==> config.mk <==
export PLATFORM = sky130hd
export DESIGN_NAME = raifes_md_arbiter
export DESIGN_NICKNAME = d
export VERILOG_FILES = /design/src/rtl/raifes_md_arbiter.sv
export SDC_FILE = /design/constraint.sdc
export NUM_CORES = 1
export LEC_CHECK = 0
export ABC_AREA = 1
export ABC_CLOCK_PERIOD_IN_PS = 1200
export BUFFER_PORTS_ARGS = -buffer_cell sky130_fd_sc_hd__buf_2
export CAP_MARGIN = 15
export CORE_UTILIZATION = 30
export DETAILED_ROUTE_END_ITERATION = 7
export PLACE_DENSITY = 0.7
export SETUP_SLACK_MARGIN = 0.05
export SKIP_CTS_REPAIR_TIMING = 1
export SLEW_MARGIN = 20
export SYNTH_ARGS = -nofsm -noshare
export SYNTH_HDL_FRONTEND = slang
export SYNTH_SLANG_ARGS = --single-unit
==> constraint.sdc <==
create_clock -name clk -period 1.2 [get_ports clk]
set_input_delay 0 -clock clk [delete_from_list [all_inputs] [get_ports clk]]
set_output_delay 0 -clock clk [all_outputs]
set_load 0.03 [all_outputs]
==> src/rtl/raifes_md_arbiter.sv <==
// Round-robin arbiter/sequencer sharing one raifes_mul_div unit between two requesters.
// One operation in flight at a time; each port may flush its own operation.
module raifes_md_arbiter #(
  parameter int XLEN  = 32,
  parameter int OP_W  = 2,
  parameter int SEL_W = 2
) (
  input  logic             clk,
  input  logic             nreset,
  input  logic             req_valid_0,
  output logic             req_ready_0,
  input  logic             req_in_1_signed_0,
  input  logic             req_in_2_signed_0,
  input  logic [OP_W-1:0]  req_op_0,
  input  logic [SEL_W-1:0] req_out_sel_0,
  input  logic [XLEN-1:0]  req_in_1_0,
  input  logic [XLEN-1:0]  req_in_2_0,
  input  logic             flush_0,
  output logic             resp_valid_0,
  input  logic             resp_ready_0,
  output logic [XLEN-1:0]  resp_result_0,
  input  logic             req_valid_1,
  output logic             req_ready_1,
  input  logic             req_in_1_signed_1,
  input  logic             req_in_2_signed_1,
  input  logic [OP_W-1:0]  req_op_1,
  input  logic [SEL_W-1:0] req_out_sel_1,
  input  logic [XLEN-1:0]  req_in_1_1,
  input  logic [XLEN-1:0]  req_in_2_1,
  input  logic             flush_1,
  output logic             resp_valid_1,
  input  logic             resp_ready_1,
  output logic [XLEN-1:0]  resp_result_1,
  output logic             md_req_valid,
  input  logic             md_req_ready,
  output logic             md_req_in_1_signed,
  output logic             md_req_in_2_signed,
  output logic [OP_W-1:0]  md_req_op,
  output logic [SEL_W-1:0] md_req_out_sel,
  output logic [XLEN-1:0]  md_req_in_1,
  output logic [XLEN-1:0]  md_req_in_2,
  input  logic             md_resp_valid,
  input  logic [XLEN-1:0]  md_resp_result,
  output logic             busy
);

  typedef enum logic [1:0] {
    S_IDLE  = 2'd0,
    S_ISSUE = 2'd1,
    S_WAIT  = 2'd2,
    S_RESP  = 2'd3
  } state_t;

  state_t            state_q, state_d;
  logic              owner_q, owner_d;
  logic              last_q, last_d;
  logic              discard_q, discard_d;
  logic              in_1_signed_q, in_1_signed_d;
  logic              in_2_signed_q, in_2_signed_d;
  logic [OP_W-1:0]   op_q, op_d;
  logic [SEL_W-1:0]  out_sel_q, out_sel_d;
  logic [XLEN-1:0]   in_1_q, in_1_d;
  logic [XLEN-1:0]   in_2_q, in_2_d;
  logic [XLEN-1:0]   result_q, result_d;

  logic grant_valid_s;
  logic grant_s;
  logic accept_s;
  logic flush_owner_s;
  logic resp_ready_owner_s;

  // Round-robin grant: a tie goes to the port not served last.
  always_comb begin
    grant_valid_s = 1'b0;
    grant_s       = 1'b0;
    if (req_valid_0 && req_valid_1) begin
      grant_valid_s = 1'b1;
      grant_s       = ~last_q;
    end else if (req_valid_0) begin
      grant_valid_s = 1'b1;
      grant_s       = 1'b0;
    end else if (req_valid_1) begin
      grant_valid_s = 1'b1;
      grant_s       = 1'b1;
    end else begin
      grant_valid_s = 1'b0;
      grant_s       = 1'b0;
    end
  end

  assign accept_s           = (state_q == S_IDLE) && grant_valid_s;
  assign req_ready_0        = accept_s && !grant_s;
  assign req_ready_1        = accept_s && grant_s;
  assign flush_owner_s      = owner_q ? flush_1 : flush_0;
  assign resp_ready_owner_s = owner_q ? resp_ready_1 : resp_ready_0;

  // Sequencer next-state: accept, issue, wait for the result pulse, return it.
  always_comb begin
    state_d       = state_q;
    owner_d       = owner_q;
    last_d        = last_q;
    discard_d     = discard_q;
    in_1_signed_d = in_1_signed_q;
    in_2_signed_d = in_2_signed_q;
    op_d          = op_q;
    out_sel_d     = out_sel_q;
    in_1_d        = in_1_q;
    in_2_d        = in_2_q;
    result_d      = result_q;
    case (state_q)
      S_IDLE: begin
        if (accept_s) begin
          state_d       = S_ISSUE;
          owner_d       = grant_s;
          discard_d     = 1'b0;
          in_1_signed_d = grant_s ? req_in_1_signed_1 : req_in_1_signed_0;
          in_2_signed_d = grant_s ? req_in_2_signed_1 : req_in_2_signed_0;
          op_d          = grant_s ? req_op_1 : req_op_0;
          out_sel_d     = grant_s ? req_out_sel_1 : req_out_sel_0;
          in_1_d        = grant_s ? req_in_1_1 : req_in_1_0;
          in_2_d        = grant_s ? req_in_2_1 : req_in_2_0;
        end else begin
          state_d = S_IDLE;
        end
      end
      S_ISSUE: begin
        if (flush_owner_s) begin
          state_d = S_IDLE;
          last_d  = owner_q;
        end else if (md_req_ready) begin
          state_d = S_WAIT;
        end else begin
          state_d = S_ISSUE;
        end
      end
      S_WAIT: begin
        // The unit cannot be cancelled, so a flush only marks the result for discard.
        if (md_resp_valid) begin
          if (discard_q || flush_owner_s) begin
            state_d = S_IDLE;
            last_d  = owner_q;
          end else begin
            state_d  = S_RESP;
            result_d = md_resp_result;
          end
        end else if (flush_owner_s) begin
          discard_d = 1'b1;
        end else begin
          state_d = S_WAIT;
        end
      end
      S_RESP: begin
        if (flush_owner_s || resp_ready_owner_s) begin
          state_d = S_IDLE;
          last_d  = owner_q;
        end else begin
          state_d = S_RESP;
        end
      end
      default: begin
        state_d = S_IDLE;
      end
    endcase
  end

  // State and datapath registers.
  always_ff @(posedge clk or negedge nreset) begin
    if (!nreset) begin
      state_q       <= S_IDLE;
      owner_q       <= 1'b0;
      last_q        <= 1'b1;
      discard_q     <= 1'b0;
      in_1_signed_q <= 1'b0;
      in_2_signed_q <= 1'b0;
      op_q          <= '0;
      out_sel_q     <= '0;
      in_1_q        <= '0;
      in_2_q        <= '0;
      result_q      <= '0;
    end else begin
      state_q       <= state_d;
      owner_q       <= owner_d;
      last_q        <= last_d;
      discard_q     <= discard_d;
      in_1_signed_q <= in_1_signed_d;
      in_2_signed_q <= in_2_signed_d;
      op_q          <= op_d;
      out_sel_q     <= out_sel_d;
      in_1_q        <= in_1_d;
      in_2_q        <= in_2_d;
      result_q      <= result_d;
    end
  end

  // A same-cycle flush withdraws the issue request before the unit can take it.
  assign md_req_valid       = (state_q == S_ISSUE) && !flush_owner_s;
  assign md_req_in_1_signed = in_1_signed_q;
  assign md_req_in_2_signed = in_2_signed_q;
  assign md_req_op          = op_q;
  assign md_req_out_sel     = out_sel_q;
  assign md_req_in_1        = in_1_q;
  assign md_req_in_2        = in_2_q;

  assign resp_valid_0  = (state_q == S_RESP) && !owner_q;
  assign resp_valid_1  = (state_q == S_RESP) && owner_q;
  assign resp_result_0 = resp_valid_0 ? result_q : '0;
  assign resp_result_1 = resp_valid_1 ? result_q : '0;
  assign busy          = (state_q != S_IDLE);

endmodule

Word-level counts from Yosys, hierarchy flattened. Cells that the tools add are included.

Muxes and demuxes: 32. Bitwise logic cells: 2. Reductions and logical operators: 20. Equal/unequal tests: 11.

Operators with widths (count): 2-to-1 mux 32 bit (4); 2-to-1 mux 1 bit (17); 2-to-1 mux 2 bit (8); != test 2 bit (second input constant) (7); one-hot mux 2 bit (4 select lines) (1); logical AND 1 bit (7); AND reduction 5 bit (1); equality test 2 bit (second input constant) (2); AND reduction 4 bit (1); nonzero test 2 bit (2); logical NOT 1 bit (3); != test 3 bit (second input constant) (1); one-hot mux 1 bit (3 select lines) (1); AND reduction 3 bit (1); nonzero test 3 bit (1); equality test 2 x 1 -> 1 bit (second input constant) (1); logical NOT 2 bit (1); logical OR 1 bit (2); NOT 1 bit (2); one-hot mux 1 bit (2 select lines) (1); AND reduction 2 bit (1).

Word-level logic and storage cells: 76. Output and inout port bits: 140. Register bits after elaboration: 107. Bits of input ports: 182.

Depth between registers and ports, before layout. Gate-level depths: netlist of run 1.

Word-level depth: 6. Mapped depth: 8. Gate-level depth less buffers: 8.

Least setup slack after synthesis of run 1. No wires, ideal clock.

Path type: register -> output. Start point: register owner_q. End point: output port resp_result_1[0]. Slack: -0.557 ns. Stages on the path, launching flop included: 6. Data required time: 1.200 ns. Arrival: 1.757 ns. Buffers on the path: 1. Cells stage by stage: dfrtp_1 > inv_2 > nor2_1 > inv_1 > clkbuf_1 > nor2_1.

Cells in the longest elaborated chain, start to end: 2.

RTL lines: start: declaration (RTL line 55) `logic owner_q, owner_d;`; start signal: assignment (RTL line 182) `owner_q <= owner_d;`; logical AND 1 bit (RTL line 205) `assign resp_valid_1 = (state_q == S_RESP) && owner_q;`; via resp_valid_1 (RTL line 31) `output logic resp_valid_1,`; 2-to-1 mux 32 bit (RTL line 207) `assign resp_result_1 = resp_valid_1 ? result_q : '0;`; end: declaration (RTL line 33) `output logic [XLEN-1:0] resp_result_1,`.

The timed path passes the listed nets, and every way through them passes these cells.

Worst setup path in the final report of run 1.
Start point: register state_q[1]. End point: output port resp_result_0[31].

Cells in the longest elaborated chain, start to end: 3.

RTL lines: start: declaration (RTL line 54) `state_t state_q, state_d;`; start signal: assignment (RTL line 181) `state_q <= state_d;`; equality test 2 bit (RTL line 204) `assign resp_valid_0 = (state_q == S_RESP) && !owner_q;`; logical AND 1 bit (RTL line 204); 2-to-1 mux 32 bit (RTL line 206) `assign resp_result_0 = resp_valid_0 ? result_q : '0;`; end: declaration (RTL line 21) `output logic [XLEN-1:0] resp_result_0,`.

Every way passes these cells.

==> flow_metrics.tcl, run 1 <==
set metrics [dict create \
    period_needed_ps 1620 \
    synth_ff_type "dfrtp_1" \
    vdd_ir_drop_max_mv 1.54 \
    rows 47 \
    final_common_cell "buf_2" \
    avgSynthCellArea_um2 8.00 \
    crit_path_start_kind "flip-flop" \
    placed_cells 1179 \
    hold_viol 0 \
    drt-total-wl_mm 24.3 \
    synth_nets 817 \
    cts_tree "yes" \
    synthCells 635 \
    finalMaxSlewViolations 0 \
    die_h_um 132 \
    grt_max_degree 48 \
    vias 6795 \
    die_w_um 132 \
    crit_path_end "resp_result_0[31]" \
    core_area_um2 16600 \
    cp-startpoint "state_q[1]" \
    yosysWarnings 0 \
    worstSetupPathType "reg2out" \
    clk_pin_slew_ps 70 \
    gpl.final_weighted_congestion 0.830 \
    seq_power_share_pct 27.1 \
    seq_area_frac_synth_pct 52.7 \
    power_frac_comb_pct 59.4 \
    drv_cap 0 \
    grt_util_all_layers_pct 19.1 \
    place_ws_ps -202 \
    placed_area_um2 7850 \
    drc 0 \
    status "finished with violations" \
    grt_pass1_wl_mm 26.3 \
    worst_setup_path_end_kind "output pin" \
    min_path_type "in2reg" \
    clkPwrFrac_pct 13.4 \
    nets 1363 \
    rrSetupSlack_ps -340 \
    tightest_slew_ps 335 \
    dr.pass1.iters 7 \
    rr_endpoint "md_req_in_1[24]" \
    drive_gt1_share_pct 48.8 \
    violations "setup timing" \
    cp.required_ps 1200 \
    htreeDepth 3 \
    area_growth_pct 120 \
    rr_worst_depth 8 \
    internal-power_mw 12.1 \
    p_sw_mw 10.8 \
    wl_per_cell_um 17.3 \
    arrival_ps 1620 \
    port_buffers 321 \
    boundaryPins 322 \
    powerDensity_nw_per_um2 2050 \
    ys_seq_elements 107 \
    dp_hpwl_mm 12.7 \
    fin_area_um2 11200 \
    clock_latency_ps 350 \
    stdcell_count 1408 \
    ctsRootBufferMaster "clkbuf_16" \
    synth_edf_count 0 \
    finalClockSkew_ps 8.71 \
    most-common-layout-cells "buf_2 (250), nand2_1 (212), dlygate4sd3_1 (174)" \
    synth_area_um2 5080 \
    initial_core_util_pct 30.6 \
    first_iter_violations 330 \
    slew_headroom_pct 77.6 \
    fin_util_pct 67.3 \
    max_freq_mhz 618 \
    cts_buffers 9 \
    setup_slack_ps -418 \
    async_flop_share_pct 100 \
    crit_fanout 6 \
    yosysUniqueCellTypes 23 \
    grt_pass1_vias 5190 \
    antenna_found_initial 2 \
    fin_crit_sh_pct 135 \
    postRouteAntennaNets 0 \
    rr_startpoint "state_q[0]" \
    swShare_pct 47.3 \
    setup_violations 176 \
    hold_ws_ps 46.9 \
    viasPerCell 4.83 \
    grt_setup_unrepaired "yes" \
    clock-sinks 107 \
    p_leak_nw 5.57 \
    die-area_um2 17500 \
    clock_path_buffers 2 \
    overflow 0 \
]
worst max-delay path: stages, from the launching register on:
cell	delay, ps
dfrtp_2	400
buf_6	130
nand2_4	70
nor2_4	150
inv_6	80
clkbuf_16	180
nor2_2	110
buf_6	150
cell type report:
type                            instances  area (µm²)
Sequential cell                       107        2680
Multi-Input combinational cell        446        2830
Timing Repair Buffer                  570        4870
Clock inverter                          7        75.1
Tap cell                              220         275
Clock buffer                            9         225
Inverter                               47         194
Fill cell                            1120        5430
Antenna cell                            2        5.00
state kept, by name (all words and copies together) (netlist names), 2 cells and up:
name            count
md_req_in_1        32
md_req_out_sel      2
md_req_in_2        32
result_q           32
md_req_op           2
state_q             2
metal layers:
metal  GRT usage [%]  share of wire [%]  vias up
li1                -                  -     3061
met1            23.1                 37     3197
met2            33.5                 51      445
met3            4.77                7.7       92
met4            4.91                4.1        0
met5               0                  0        -
per-stage QoR:
step	power (mW)	setup TNS, ps
6_report	22.9	-49010
5_1_grt	24.0	-60230
4_1_cts	20.2	-46010
3_5_place_dp	17.1	-17920
3_3_place_gp	16.9	-16190
2_1_floorplan	13.5	-12780
cells in the mapped netlist (2+ instances only):
cell / count / area [µm²]
buf_2: 23 / 115
nand3_1: 74 / 370
inv_2: 4 / 15.0
clkbuf_1: 6 / 22.5
a21oi_2: 32 / 280
nand2_1: 227 / 852
o21ai_0: 2 / 10.0
nor2_1: 84 / 315
nor2_2: 17 / 106
inv_1: 43 / 161
dfrtp_1: 106 / 2650
nand4_1: 2 / 12.5
buf_6: 4 / 45.0
buf_8: 2 / 30.0
worst min-delay path by stage:
stage	startpoint	endpoint	slack, ps	cells after the start
6_report	md_resp_valid	discard_q	50	4
5_1_grt	md_resp_valid	discard_q	70	4
4_1_cts	nreset	md_req_in_1[24]	-450	1
3_5_place_dp	nreset	result_q[8]	-60	1
3_3_place_gp	nreset	result_q[7]	-70	1
2_1_floorplan	nreset	discard_q	-300	0
power groups by stage:
stage	logic (mW)	clock network [mW]	registers, mW
4_1_cts	11.0	3.13	6.08
6_report	13.6	3.07	6.21
3_3_place_gp	10.8	0	6.08
3_5_place_dp	11.1	0	6.07
2_1_floorplan	5.09	0	8.42
5_1_grt	14.4	3.29	6.36
cells by family after synthesis:
| family | share of synthesized area, % |
|---|---|
| AND/OR/NAND/NOR | 33.3 |
| flip-flops | 52.7 |
| buffers and inverters | 7.66 |
| AO/OA/AOI/OAI | 6.35 |
(Power assumes the default switching activity.)
==> inputs of run 2 (changes only) <==
--- a/config.mk
+++ b/config.mk
@@ -9,9 +9,10 @@
 export ABC_CLOCK_PERIOD_IN_PS = 1200
 export BUFFER_PORTS_ARGS = -buffer_cell sky130_fd_sc_hd__buf_2
 export CAP_MARGIN = 15
-export CORE_UTILIZATION = 30
+export CORE_AREA = 2 2 125 127
 export DETAILED_ROUTE_END_ITERATION = 7
-export PLACE_DENSITY = 0.7
+export DIE_AREA = 0 0 127 129
+export PLACE_DENSITY = 0.77
 export SETUP_SLACK_MARGIN = 0.05
 export SKIP_CTS_REPAIR_TIMING = 1
 export SLEW_MARGIN = 20
==> run 2 against run 1 <==
Effect of this change:
- the flow still finishes with violations (setup timing)
- die area shrank 6.2%
- global-route usage grew 0.89 points
- worst hold slack better by 26 ps
- clock-buffer cell count is the same
- wire length increased by 9.9%
- sequential power is 1% higher
- combinational power about the same
- clock skew increased by 2.8 ps
- clock power decreased by 6.8%
==> flow_metrics.tcl, run 2 (synthesis gave the netlist of run 1 again) <==
set metrics [dict create \
    viasPerCell 5.13 \
    slew_headroom_pct 78.6 \
    violations "setup timing" \
    drv_cap 0 \
    die_h_um 129 \
    final_common_cell "buf_2" \
    tightest_slew_ps 322 \
    rrSetupSlack_ps -300 \
    clock-sinks 107 \
    most-common-layout-cells "buf_2 (251), nand2_1 (220), dlygate4sd3_1 (175)" \
    port_buffers 321 \
    fin_area_um2 11100 \
    ctsRootBufferMaster "clkbuf_16" \
    dr.pass1.iters 5 \
    cts_tree "yes" \
    setup_slack_ps -461 \
    cts_buffers 9 \
    htreeDepth 3 \
    period_needed_ps 1660 \
    overflow 0 \
    finalClockSkew_ps 11.5 \
    vias 7029 \
    min_path_type "in2reg" \
    gpl.final_weighted_congestion 0.824 \
    grt_max_degree 59 \
    antenna_found_initial 1 \
    hold_ws_ps 73.4 \
    die_w_um 127 \
    rows 45 \
    status "finished with violations" \
    core_area_um2 15000 \
    powerDensity_nw_per_um2 2070 \
    boundaryPins 322 \
    nets 1358 \
    die-area_um2 16400 \
    seq_area_um2 2680 \
    grt_pass1_vias 5037 \
    fin_util_pct 74.1 \
    cp.required_ps 1200 \
    worst_setup_path_end_kind "output pin" \
    worstSetupPathType "reg2out" \
    drive_gt1_share_pct 47.8 \
    grt_setup_unrepaired "yes" \
    vdd_ir_drop_max_mv 1.58 \
    fillers 844 \
    postRouteAntennaNets 0 \
    wl_per_cell_um 19.5 \
    crit_fanout 9 \
    clock_latency_ps 350 \
    clock_path_buffers 2 \
    fin_crit_sh_pct 138 \
    setup_violations 175 \
    drc 0 \
    drt-total-wl_mm 26.8 \
    placed_area_um2 7760 \
    multi_input_area_um2 2800 \
    grt_util_all_layers_pct 19.9 \
    max_freq_mhz 602 \
    crit_path_start_kind "flip-flop" \
    initial_core_util_pct 33.9 \
    area_growth_pct 118 \
    dp_hpwl_mm 13.0 \
    arrival_ps 1660 \
    first_iter_violations 521 \
    p_leak_nw 5.52 \
    finalMaxSlewViolations 0 \
    hold_viol 0 \
    clk_pin_slew_ps 70 \
    grt_pass1_wl_mm 25.8 \
]
run 2: cell count changes in the layout (fill, tap and decap cells not counted), sizes merged:
cell | previous run | this run
buf | 385 | 374
bufinv | 1 | 0
nand4 | 3 | 4
inv | 48 | 49
diode | 2 | 1
clkbuf | 20 | 24
clkinvlp | 0 | 2
dlygate4sd3 | 174 | 175
clkinv | 5 | 3
run 2: per-stage QoR:
step / setup TNS [ps] / total power, mW / cells / setup slack [ps]
3_5_place_dp: -16170 / 17.2 / 1145 / -168
4_1_cts: -43500 / 20.1 / 1161 / -534
2_1_floorplan: -12780 / 13.5 / 635 / -278
5_1_grt: -63020 / 24.1 / 1370 / -527
3_3_place_gp: -13340 / 17.0 / 1145 / -169
6_report: -51100 / 23.0 / 1370 / -461
run 2: cell type report:
cell class	count	share of cell area [%]
diodes	1	0.0225
clock buffers	9	2.03
clock inverters	7	0.462
inverters	47	1.72
multi-input cells	447	25.3
flip-flops and latches	107	24.2
well taps	188	2.12
repair buffers	564	44.2
run 2: path summary, 6_finish.rpt:
path | from | cells past startpoint | end
min reg2reg | last_q | 2 | last_q
min | req_valid_0 | 4 | owner_q
max in group asynchronous | nreset | 3 | result_q[9]
min in group asynchronous | nreset | 3 | result_q[2]
max | owner_q | 7 | resp_result_1[0]
max reg2reg | state_q[1] | 9 | result_q[14]
run 2: worst max-delay path, stage by stage, from the launching register on:
cell and delay [ps]:
dfrtp_2 410, inv_2 60, buf_6 130, nor2_4 170, inv_6 90, buf_12 170, nor2_2 130, buf_6 150
run 2: where the power goes:
part | switching (mW) | leakage (nW) | total, mW | internal (mW)
logic | 8.74 | 4.16 | 13.9 | 5.11
clock network | 1.44 | 0.132 | 2.86 | 1.42
registers | 0.994 | 1.23 | 6.28 | 5.29
run 2: routing by layer:
layer / up-vias / track usage [%] / part of all wire (%)
met5: - / 0 / 0
li1: 3057 / - / -
met3: 131 / 4.24 / 8.0
met2: 488 / 35.0 / 51
met1: 3353 / 24.8 / 35
met4: 0 / 6.27 / 5.4
==> inputs of run 3 (changes only) <==
--- a/config.mk
+++ b/config.mk
@@ -13,6 +13,7 @@
 export DETAILED_ROUTE_END_ITERATION = 7
 export DIE_AREA = 0 0 127 129
 export PLACE_DENSITY = 0.77
+export REMOVE_ABC_BUFFERS = 1
 export SETUP_SLACK_MARGIN = 0.05
 export SKIP_CTS_REPAIR_TIMING = 1
 export SLEW_MARGIN = 20
==> run 3 against run 2 <==
Effect of this change:
- the flow still finishes with violations (setup timing)
- critical path depth unchanged
- clock-buffer cell count up 1
- wire length grew 0.17%
- register-to-register slack got worse by 50 ps
- utilization shrank 4.3 points
- non-clock buffer count is 6 higher
- cell area down 5.8%
- via count is 1.5% higher
- combinational power shrank 6%
- clock skew is 1.3 ps lower
- die area did not move
- critical endpoint is now resp_result_1[31]
- largest power group unchanged
- highest routed layer unchanged
==> flow_metrics.tcl, run 3 (synthesis gave the netlist of run 1 again) <==
set metrics [dict create \
    cp.required_ps 1200 \
    rr_endpoint "result_q[27]" \
    cp-startpoint "state_q[1]" \
    die-area_um2 16400 \
    path_cells "buf_6, nand2_2, nor2_4, inv_4, clkbuf_16, nor2_1, buf_4" \
    first_iter_violations 567 \
    final_common_cell "buf_2" \
    powerDensity_nw_per_um2 2160 \
    port_buffers 321 \
    grt_max_degree 55 \
    worst_path_max_delay_cell "dfrtp_1" \
    htreeDepth 3 \
    core_area_um2 15000 \
    tightest_slew_ps 319 \
    fillers 958 \
    wl_per_cell_um 19.4 \
    nets 1363 \
    rr_startpoint "state_q[1]" \
    dr.pass1.iters 6 \
    dp_hpwl_mm 12.0 \
    cts_tree "yes" \
    vias 7134 \
    fin_total_pwr_mw 22.6 \
    gpl.final_weighted_congestion 0.885 \
    place_ws_ps -154 \
    postRouteAntennaNets 0 \
    antenna_found_initial 5 \
    grt_util_all_layers_pct 19.1 \
    ctsRootBufferMaster "clkbuf_16" \
    worstSetupPathType "reg2out" \
    violations "setup timing" \
    overflow 0 \
    fin_util_pct 69.8 \
    boundaryPins 322 \
    viasPerCell 5.17 \
    rrSetupSlack_ps -350 \
    cts_buffers 9 \
    clock-sinks 107 \
    finalClockSkew_ps 10.1 \
    hold_ws_ps 57.3 \
    period_needed_ps 1670 \
    finalMaxSlewViolations 0 \
    grt_setup_unrepaired "yes" \
    placed_cells 1142 \
    final.setup.tns_ps -55190 \
    clk_pin_slew_ps 80 \
    setup_slack_ps -467 \
    clock_path_buffers 2 \
    status "finished with violations" \
    cp_slowest_stage_delay_ps 370 \
    worst_setup_path_end_kind "output pin" \
    crit_path_start_kind "flip-flop" \
    drv_cap 0 \
    die_h_um 129 \
    path_buf_inv 4 \
    vdd_ir_drop_max_mv 1.15 \
    slew_headroom_pct 78.7 \
    setup_violations 177 \
    fin_crit_sh_pct 139 \
    drt-total-wl_mm 26.8 \
    stdcell_count 1379 \
    rows 45 \
    crit_path_end "resp_result_1[31]" \
    die_w_um 127 \
    hold_viol 0 \
    worst-path-stages 7 \
    area_growth_pct 106 \
    initial_core_util_pct 33.9 \
    placed_area_um2 7090 \
    max_freq_mhz 600 \
    cp_top_family "buffers and inverters" \
    grt_pass1_vias 5020 \
    p_leak_nw 5.50 \
    rr_worst_depth 8 \
    drive_gt1_share_pct 45.4 \
    min_path_type "in2async" \
    drc 0 \
    grt_pass1_wl_mm 24.8 \
    clock_latency_ps 350 \
    crit_fanout 16 \
    most-common-layout-cells "buf_2 (250), nand2_1 (213), dlygate4sd3_1 (174)" \
    arrival_ps 1670 \
    fin_area_um2 10500 \
]
run 3: final cells by class:
class                   instances  area (µm²)  area share (%)
diodes                          5        12.5           0.120
clock buffers                  10         229            2.19
clock inverters                 6        88.8           0.850
inverters                      47         184            1.76
multi-input cells             446        2360            22.6
flip-flops and latches        107        2680            25.6
well taps                     188         235            2.25
repair buffers                570        4660            44.6
run 3: metal layers:
layer | GRT usage, % | vias to the layer above | share of wire (%)
met5 | 0 | - | 0
li1 | - | 3061 | -
met3 | 4.95 | 183 | 7.7
met4 | 7.43 | 0 | 6.6
met2 | 32.3 | 547 | 51
met1 | 23.7 | 3343 | 35
run 3: worst min path at each step:
| stage | to | start | cells past startpoint | slack, ps |
|---|---|---|---|---|
| after floorplan | discard_q | nreset | 0 | -300 |
| after global placement | md_req_in_2[8] | nreset | 1 | -120 |
| after detailed placement | md_req_in_2[8] | nreset | 1 | -120 |
| after CTS | md_req_in_2[20] | nreset | 1 | -500 |
| after global routing | md_req_in_2[20] | nreset | 2 | 60 |
| final | md_req_in_2[20] | nreset | 2 | 60 |
run 3: power breakdown:
part | internal, mW | switching (mW)
combinational | 4.82 | 8.30
sequential | 5.28 | 0.943
clock | 1.84 | 1.39
run 3: worst register-to-register path: stages (launching register included):
cell	delay (ps)
dfrtp_1	370
buf_6	130
nand2_2	70
inv_2	80
nand4_4	200
buf_12	220
buf_12	150
buf_6	120
a21oi_2	140
